$ cat src/rtl/wb_arbiter_pkg.sv
// Shared widths, source indices and payload type for the writeback arbiter.
package wb_arbiter_pkg;

    localparam int unsigned NSRC     = 3;
    localparam int unsigned DATA_W   = 32;
    localparam int unsigned ROBID_W  = 8;
    localparam int unsigned RD_W     = 6;
    localparam int unsigned ECAUSE_W = 5;
    localparam int unsigned PTR_W    = 2;

    localparam logic [PTR_W-1:0] SRC_SCALU = 2'd0;
    localparam logic [PTR_W-1:0] SRC_LSQ   = 2'd1;
    localparam logic [PTR_W-1:0] SRC_MDU   = 2'd2;

    // One writeback result as carried from a source to the broadcast bus.
    typedef struct packed {
        logic                error;
        logic [ECAUSE_W-1:0] ecause;
        logic [ROBID_W-1:0]  robid;
        logic [RD_W-1:0]     rd;
        logic [DATA_W-1:0]   result;
    } wb_payload_t;

    // Round-robin pointer value following a grant to source g.
    function automatic logic [PTR_W-1:0] next_ptr(input logic [PTR_W-1:0] g);
        return (g == SRC_MDU) ? SRC_SCALU : PTR_W'(g + PTR_W'(1));
    endfunction

endpackage

$ cat src/rtl/rr_arb3.sv
// Three-requester round-robin arbiter: one-hot grant to the first request
// at or after ptr, wrapping mdu -> scalu. Pointer state lives in the parent.
module rr_arb3
    import wb_arbiter_pkg::*;
(
    input  logic [NSRC-1:0]  req,
    input  logic [PTR_W-1:0] ptr,
    output logic [NSRC-1:0]  grant
);

    // Priority search rotated by ptr; an out-of-range ptr behaves as scalu.
    always_comb begin
        grant = '0;
        case (ptr)
            SRC_LSQ: begin
                if (req[SRC_LSQ])        grant[SRC_LSQ]   = 1'b1;
                else if (req[SRC_MDU])   grant[SRC_MDU]   = 1'b1;
                else if (req[SRC_SCALU]) grant[SRC_SCALU] = 1'b1;
            end
            SRC_MDU: begin
                if (req[SRC_MDU])        grant[SRC_MDU]   = 1'b1;
                else if (req[SRC_SCALU]) grant[SRC_SCALU] = 1'b1;
                else if (req[SRC_LSQ])   grant[SRC_LSQ]   = 1'b1;
            end
            default: begin
                if (req[SRC_SCALU])      grant[SRC_SCALU] = 1'b1;
                else if (req[SRC_LSQ])   grant[SRC_LSQ]   = 1'b1;
                else if (req[SRC_MDU])   grant[SRC_MDU]   = 1'b1;
            end
        endcase
    end

endmodule

$ cat src/rtl/wb_arbiter.sv
// Writeback arbiter: picks one of scalu/lsq/mdu per cycle round-robin,
// stalls the losers and drives a registered result broadcast one cycle later.
module wb_arbiter
    import wb_arbiter_pkg::*;
(
    input  logic                clk,
    input  logic                rst,

    input  logic                scalu_valid,
    input  logic                scalu_error,
    input  logic [ECAUSE_W-1:0] scalu_ecause,
    input  logic [ROBID_W-1:0]  scalu_robid,
    input  logic [RD_W-1:0]     scalu_rd,
    input  logic [DATA_W-1:0]   scalu_result,
    output logic                wb_scalu_stall,

    input  logic                lsq_valid,
    input  logic                lsq_error,
    input  logic [ECAUSE_W-1:0] lsq_ecause,
    input  logic [ROBID_W-1:0]  lsq_robid,
    input  logic [RD_W-1:0]     lsq_rd,
    input  logic [DATA_W-1:0]   lsq_result,
    output logic                wb_lsq_stall,

    input  logic                mdu_valid,
    input  logic                mdu_error,
    input  logic [ECAUSE_W-1:0] mdu_ecause,
    input  logic [ROBID_W-1:0]  mdu_robid,
    input  logic [RD_W-1:0]     mdu_rd,
    input  logic [DATA_W-1:0]   mdu_result,
    output logic                wb_mdu_stall,

    input  logic                rob_flush,

    output logic                wb_valid,
    output logic                wb_error,
    output logic [ECAUSE_W-1:0] wb_ecause,
    output logic [ROBID_W-1:0]  wb_robid,
    output logic [RD_W-1:0]     wb_rd,
    output logic [DATA_W-1:0]   wb_result
);

    logic [PTR_W-1:0] rr_ptr;
    logic [NSRC-1:0]  req;
    logic [NSRC-1:0]  grant;
    logic             any_grant;
    logic [PTR_W-1:0] grant_idx;
    wb_payload_t      src_pl [NSRC];
    wb_payload_t      sel_pl;
    wb_payload_t      wb_pl;

    assign req = {mdu_valid, lsq_valid, scalu_valid};

    assign src_pl[SRC_SCALU] = '{error: scalu_error, ecause: scalu_ecause,
                                 robid: scalu_robid, rd: scalu_rd, result: scalu_result};
    assign src_pl[SRC_LSQ]   = '{error: lsq_error, ecause: lsq_ecause,
                                 robid: lsq_robid, rd: lsq_rd, result: lsq_result};
    assign src_pl[SRC_MDU]   = '{error: mdu_error, ecause: mdu_ecause,
                                 robid: mdu_robid, rd: mdu_rd, result: mdu_result};

    rr_arb3 u_rr_arb3 (
        .req   (req),
        .ptr   (rr_ptr),
        .grant (grant)
    );

    // Losers stall; an idle source never sees a stall.
    assign wb_scalu_stall = req[SRC_SCALU] & ~grant[SRC_SCALU];
    assign wb_lsq_stall   = req[SRC_LSQ]   & ~grant[SRC_LSQ];
    assign wb_mdu_stall   = req[SRC_MDU]   & ~grant[SRC_MDU];

    assign any_grant = |grant;

    // Encode the one-hot grant for the pointer update.
    always_comb begin
        grant_idx = SRC_SCALU;
        if (grant[SRC_LSQ]) grant_idx = SRC_LSQ;
        if (grant[SRC_MDU]) grant_idx = SRC_MDU;
    end

    // One-hot AND-OR mux of the granted source's payload.
    always_comb begin
        sel_pl = '0;
        for (int i = 0; i < int'(NSRC); i++) begin
            if (grant[i]) sel_pl = sel_pl | src_pl[i];
        end
    end

    // Round-robin pointer: advance past the winner; hold on idle or flush.
    always_ff @(posedge clk) begin
        if (rst) begin
            rr_ptr <= SRC_SCALU;
        end else if (!rob_flush && any_grant) begin
            rr_ptr <= next_ptr(grant_idx);
        end
    end

    // Broadcast register: payload loads only on a captured grant so it never
    // changes while wb_valid is low.
    always_ff @(posedge clk) begin
        if (rst) begin
            wb_valid <= 1'b0;
            wb_pl    <= '0;
        end else if (rob_flush) begin
            wb_valid <= 1'b0;
        end else begin
            wb_valid <= any_grant;
            if (any_grant) wb_pl <= sel_pl;
        end
    end

    assign wb_error  = wb_pl.error;
    assign wb_ecause = wb_pl.ecause;
    assign wb_robid  = wb_pl.robid;
    assign wb_rd     = wb_pl.rd;
    assign wb_result = wb_pl.result;

endmodule
$ cat config.mk
export PLATFORM = sky130hd
export DESIGN_NAME = wb_arbiter
export DESIGN_NICKNAME = d
export VERILOG_FILES = /design/src/rtl/wb_arbiter_pkg.sv /design/src/rtl/rr_arb3.sv /design/src/rtl/wb_arbiter.sv
export SDC_FILE = /design/constraint.sdc
export NUM_CORES = 1
export LEC_CHECK = 0
export CAP_MARGIN = 30
export CORE_UTILIZATION = 37
export CTS_CLUSTER_SIZE = 10
export DETAILED_ROUTE_END_ITERATION = 6
export PLACE_DENSITY = 0.87
export SLEW_MARGIN = 20
export SYNTH_ARGS = -nofsm -noshare
export SYNTH_HDL_FRONTEND = slang
export SYNTH_HIERARCHICAL = 1
export SYNTH_SLANG_ARGS = --single-unit
export TNS_END_PERCENT = 10
$ cat constraint.sdc
create_clock -name clk -period 4.3 [get_ports clk]
set_input_delay 0.86 -clock clk [delete_from_list [all_inputs] [get_ports clk]]
set_output_delay 0.86 -clock clk [all_outputs]
set_load 0.005 [all_outputs]
Word-level counts from Yosys, hierarchy flattened
Index checks and enable logic that the tools add are counted. Widths: inputs -> output; s select.

Register bits after elaboration: 55. Input bits: 162. Output and inout port bits: 56.

$add $sub $neg: 1. Eq/ne operators: 3. Muxes and demuxes: 16. Bitwise gates (word level): 9. Reduce and logical (&&, ||, !) cells: 5.

Operator list (number): $mux 52 (3); $or 52x52->52 (2); $mux 1 (8); $mux 2 (4); $pmux 3 s2 (1); $eq 2x2->1 const B (2); $not 1->1 (4); $and 1x1->1 (3); $reduce_or 3->1 (1); $add 2x1->2 const B (1); $eq 2x1->1 const B (1); $reduce_and 2->1 (1); $reduce_or 2->1 (1); $logic_and 1x1->1 (1); $logic_not 1->1 (1).

Logic depth before layout (Yosys ltp)
Word-level depth: 9. Gate-level depth with buffers: 11.

By module
Netlist, hierarchy kept.

By module, submodules not included: wb_arbiter (times used 1, cells each 268, area each 2802.7 um^2); rr_arb3 (times used 1, cells each 16, area each 107.6 um^2).

Worst setup path after synthesis
No wires, ideal clock.

Kind: input-to-output. From: input scalu_valid. To: output wb_mdu_stall. Arrival: 1.961 ns. Setup slack: 1.479 ns. Cell stages on the path: 6. Buffers on the path: 2. Cells stage by stage: inv_1 > mux2i_1 > o32ai_1 > clkbuf_1 > buf_1 > nor2b_1.

Word-level cells in the longest chain between the ends: 4.

Ends and longest elaborated chain: start: declaration (RTL line wb_arbiter.sv:9) `input logic scalu_valid,`; $mux 2 (RTL line rr_arb3.sv:26) `if (req[SRC_SCALU]) grant[SRC_SCALU] = 1'b1;`; $pmux 3 s2 (RTL line rr_arb3.sv:14) `case (ptr)`; via grant[2] (RTL line wb_arbiter.sv:45) `logic [NSRC-1:0] grant;`; $not 1->1 (RTL line wb_arbiter.sv:70) `assign wb_mdu_stall = req[SRC_MDU] & ~grant[SRC_MDU];`; $and 1x1->1 (RTL line wb_arbiter.sv:70); end: declaration (RTL line wb_arbiter.sv:31) `output logic wb_mdu_stall,`.

The timed path passes the listed nets, and every way through them passes these cells.

Worst setup path after layout
From: input lsq_valid. To: output wb_scalu_stall.

Word-level cells in the longest chain between the ends: 4.

Ends and longest elaborated chain: start: declaration (RTL line wb_arbiter.sv:17) `input logic lsq_valid,`; $mux 1 (RTL line rr_arb3.sv:16) `if (req[SRC_LSQ]) grant[SRC_LSQ] = 1'b1;`; $pmux 3 s2 (RTL line rr_arb3.sv:14); via grant[0] (RTL line wb_arbiter.sv:45); $not 1->1 (RTL line wb_arbiter.sv:68) `assign wb_scalu_stall = req[SRC_SCALU] & ~grant[SRC_SCALU];`; $and 1x1->1 (RTL line wb_arbiter.sv:68); end: declaration (RTL line wb_arbiter.sv:15) `output logic wb_scalu_stall,`.

The timed path passes the listed nets, and every way through them passes these cells.

==> flow_summary.rst <==
.. list-table::
   :header-rows: 1

   * - Metric
     - Value
   * - Result of the run
     - finished with violations
   * - Failing checks
     - design-rule violations
   * - Cell area after placement
     - 5117 µm²
   * - Total Routing Usage GR
     - 25.20%
   * - Register-to-Register Path Depth
     - 9
   * - Final hold slack
     - 524.2 ps
   * - Met2 Use GR
     - between 40% and 50%
   * - Post-CTS setup buffer count
     - 0
   * - Combined area of all synthesized cells
     - ~2900 µm²
   * - Cts repair resizes
     - 0
   * - Yosys warning total
     - 6
   * - Clock period minus final worst setup slack
     - ~3700 ps
   * - GRT overflow
     - 0
   * - Total number of nets in the final design
     - 640
   * - Number of antenna repair diodes
     - 0
   * - Average size of a mapped cell
     - between 10 and 15 µm²
   * - Met1 track demand over resource in global routing
     - 27.18%
   * - Vias per std cell
     - 5.887
   * - Total instance count after detailed placement
     - 567
   * - Number of distinct library cell variants in the gate-level netlist after synthesis
     - 23
   * - Pin count of the biggest net entering global routing
     - 54
   * - Highest fanout seen on the critical path
     - 24
   * - R2R setup slack
     - approximately 1300 ps
   * - Leakage component of the power
     - roughly 1.7 nW
   * - Worst flop-to-flop path endpoint
     - wb_robid[5]$_SDFFE_PP0P_
   * - Maximum count of clock buffers along a single path
     - 2
   * - Tcrit/Tclk final
     - 85.93%
   * - Synth-to-layout area growth
     - 78.85%
   * - Startpoint of the worst register-to-register path
     - rr_ptr[0]$_SDFFE_PP0P_
   * - Clock insertion delay at the later pin of the skew report
     - 300 ps
   * - Pwr/cell area
     - 284.1 nW/µm²
   * - Initial Util
     - 39.28%
   * - PortBufs
     - 217
   * - Worst vdd rail ir drop
     - 179.7 µV
   * - Met3 Track Usage GR
     - between 6 and 7%
   * - Clock tree from TritonCTS
     - yes
   * - Top_reg_cell synth
     - sky130_fd_sc_hd__dfxtp_1
   * - Timing-limited maximum frequency
     - 270.6 MHz
   * - Cells after Synth
     - about 280
   * - Flip-flop and latch count after synthesis
     - 55
   * - Via count
     - 3,379
   * - Highest-count cells in the layout ignoring fill and taps
     - sky130_fd_sc_hd__clkdlybuf4s50_1 (216), sky130_fd_sc_hd__dfxtp_1 (55), sky130_fd_sc_hd__a21oi_1 (54)
   * - Setup-failing EPs final
     - 0
   * - Core area
     - 7408 µm²
   * - Worst Hold Depth
     - 2
   * - Number of nets in the synthesized netlist
     - 449
   * - Worst clock skew on the final layout
     - 10.45 ps
   * - Last weighted congestion value of the routability-driven placer
     - 0.8219
   * - Die span in y
     - 90.69 µm
   * - ANT nets after route
     - 0
   * - Routed length per instance
     - roughly 19 µm
   * - Capturing element type of the critical path
     - output pin
   * - Number of hold buffers added after CTS
     - 0
   * - Arrival time worst endpoint
     - 2840 ps
   * - Number of standard cells in the layout, taps in and fillers out
     - 574
   * - Half-perimeter wire length after placement
     - 7.691 mm
   * - Post-route cell area
     - 5205 µm²
   * - Core Rows
     - 31
   * - Kind of launch point of the worst setup path
     - input pin
   * - Worst min-delay path class
     - reg -> reg
   * - Layout cells sized above 1
     - 15.37%
   * - Capture endpoint of the worst hold path
     - rr_ptr[1]$_SDFFE_PP0P_
   * - Worst setup path class
     - in -> out
   * - Clock-pin slew on the worst setup and hold paths
     - 80 ps
   * - Final Routed Wirelength
     - 10.69 mm
   * - Most frequent standard cell in the layout excluding fill and tap cells
     - sky130_fd_sc_hd__clkdlybuf4s50_1
   * - Die outline area
     - 8225 µm²
   * - Number of antenna violations at the first check in global routing
     - 0
   * - CTS sink cnt
     - 55
   * - Via count of the first global-routing pass
     - 3,507
   * - Final TNS setup
     - 0 ps
   * - First-pass GRT wire length
     - 16.82 mm
   * - Number of iterations in the first detailed-routing pass
     - 7
   * - Number of placed I/O pins
     - 218
   * - Count of flip-flops with a built-in enable after synthesis
     - 0
   * - Number of remaining DRC errors
     - 1
   * - TritonCTS buffer count
     - 5
   * - Max-slew violations
     - 0
   * - Slew at the pin with the worst max-slew slack
     - 942.8 ps
   * - H-tree Lvls
     - 2
   * - Number of hold violations in the final report
     - 0
   * - Worst hold start
     - rr_ptr[1]$_SDFFE_PP0P_
   * - Max cap viols
     - 0
   * - Max-Slew Margin vs Limit
     - 37.15%
   * - Number of DRC violations after detailed-routing iteration 0
     - 297
   * - Die span in x
     - 90.69 µm
   * - Post-synthesis sequential area ratio
     - 37.83%
   * - Most used routing layer in global routing
     - met2
   * - Required time worst endpoint
     - 3440 ps
   * - RSZ-0062 raised after global routing
     - no
   * - FFs w/ async S/R, synth
     - 0%
   * - Clock root buffer master
     - sky130_fd_sc_hd__clkbuf_8
## metrics by stage
stage / setup slack, ps / utilization [%] / power [mW]
after floorplan: 1479 / - / 0.8854
final: 605.0 / 70.26 / 1.479
after CTS: 613.9 / 70.26 / 1.489
after global routing: 502.4 / 70.26 / 1.557
after detailed placement: 597.7 / 69.08 / 1.205
after global placement: 717.5 / 69.08 / 1.187
## worst max-delay path, stage by stage
cell,delay [ps]
sky130_fd_sc_hd__clkdlybuf4s50_1,520
sky130_fd_sc_hd__nor2b_1,170
sky130_fd_sc_hd__o21ai_0,140
sky130_fd_sc_hd__a21oi_4,560
sky130_fd_sc_hd__nor2b_1,110
sky130_fd_sc_hd__clkdlybuf4s50_1,470
## registers in the layout, summed over array words and instances (netlist names)
register and flops:
wb_valid 1, wb_ecause 5, wb_error 1, wb_result 32, wb_rd 6, rr_ptr 2, wb_robid 8
## logic make-up (layout without fill, tap and decap cells)
kind of cell,count (synthesis),in the layout,share of synthesized area (%)
fa+ha+maj,3,3,1.290
compound gates,163,163,50.26
mux,1,1,0.3440
buf+inv,47,238,7.652
simple gates,15,15,2.622
flops,55,55,37.83
## cell type report
| class | instances | area (µm²) |
|---|---|---|
| timing repair buffer | 225 | 2240 |
| fill | 551 | 2203 |
| multi-input combinational | 182 | 1630 |
| sequential | 55 | 1101 |
| tap | 99 | 123.9 |
| clock buffer | 6 | 82.58 |
| inverter | 6 | 22.52 |
| clock inverter | 1 | 5.005 |
## synthesized netlist by cell type (2+ instances only)
cell / count / area (µm²)
sky130_fd_sc_hd__a222oi_1: 52 / 520.5
sky130_fd_sc_hd__buf_1: 2 / 7.510
sky130_fd_sc_hd__buf_6: 6 / 67.56
sky130_fd_sc_hd__nand2_1: 2 / 7.510
sky130_fd_sc_hd__ha_1: 3 / 37.54
sky130_fd_sc_hd__o21ai_0: 2 / 10.01
sky130_fd_sc_hd__nor2_1: 4 / 15.01
sky130_fd_sc_hd__inv_2: 2 / 7.510
sky130_fd_sc_hd__a211oi_1: 2 / 15.01
sky130_fd_sc_hd__nor2b_1: 5 / 31.28
sky130_fd_sc_hd__a21oi_1: 55 / 275.3
sky130_fd_sc_hd__a211oi_2: 50 / 625.6
sky130_fd_sc_hd__inv_1: 4 / 15.01
sky130_fd_sc_hd__clkbuf_1: 32 / 120.1
sky130_fd_sc_hd__dfxtp_1: 55 / 1101
## per-layer routing
metal / vias to the layer above / part of all wire [%]
met1: 1628 / 38
met4: 0 / 2.2
met5: - / 0
li1: 1564 / -
met3: 18 / 7.5
met2: 169 / 53
## power by group
group          switching (mW)  internal, mW  leakage, nW
logic                   0.261         0.342         1.22
clock network           0.156         0.127       0.0470
registers              0.0290         0.564        0.454
total                   0.446          1.03         1.72
## how the worst max path moves through the flow
stage	slack (ps)	to	startpoint	cells past startpoint
floorplan	1480	wb_mdu_stall	scalu_valid	6
global placement	720	wb_scalu_stall	lsq_valid	6
detailed placement	600	wb_robid[5]$_SDFFE_PP0P_	lsq_valid	8
CTS	610	wb_scalu_stall	lsq_valid	6
global route	500	wb_scalu_stall	lsq_valid	6
finish	600	wb_scalu_stall	lsq_valid	6
Power figures use the tool's default switching activity.
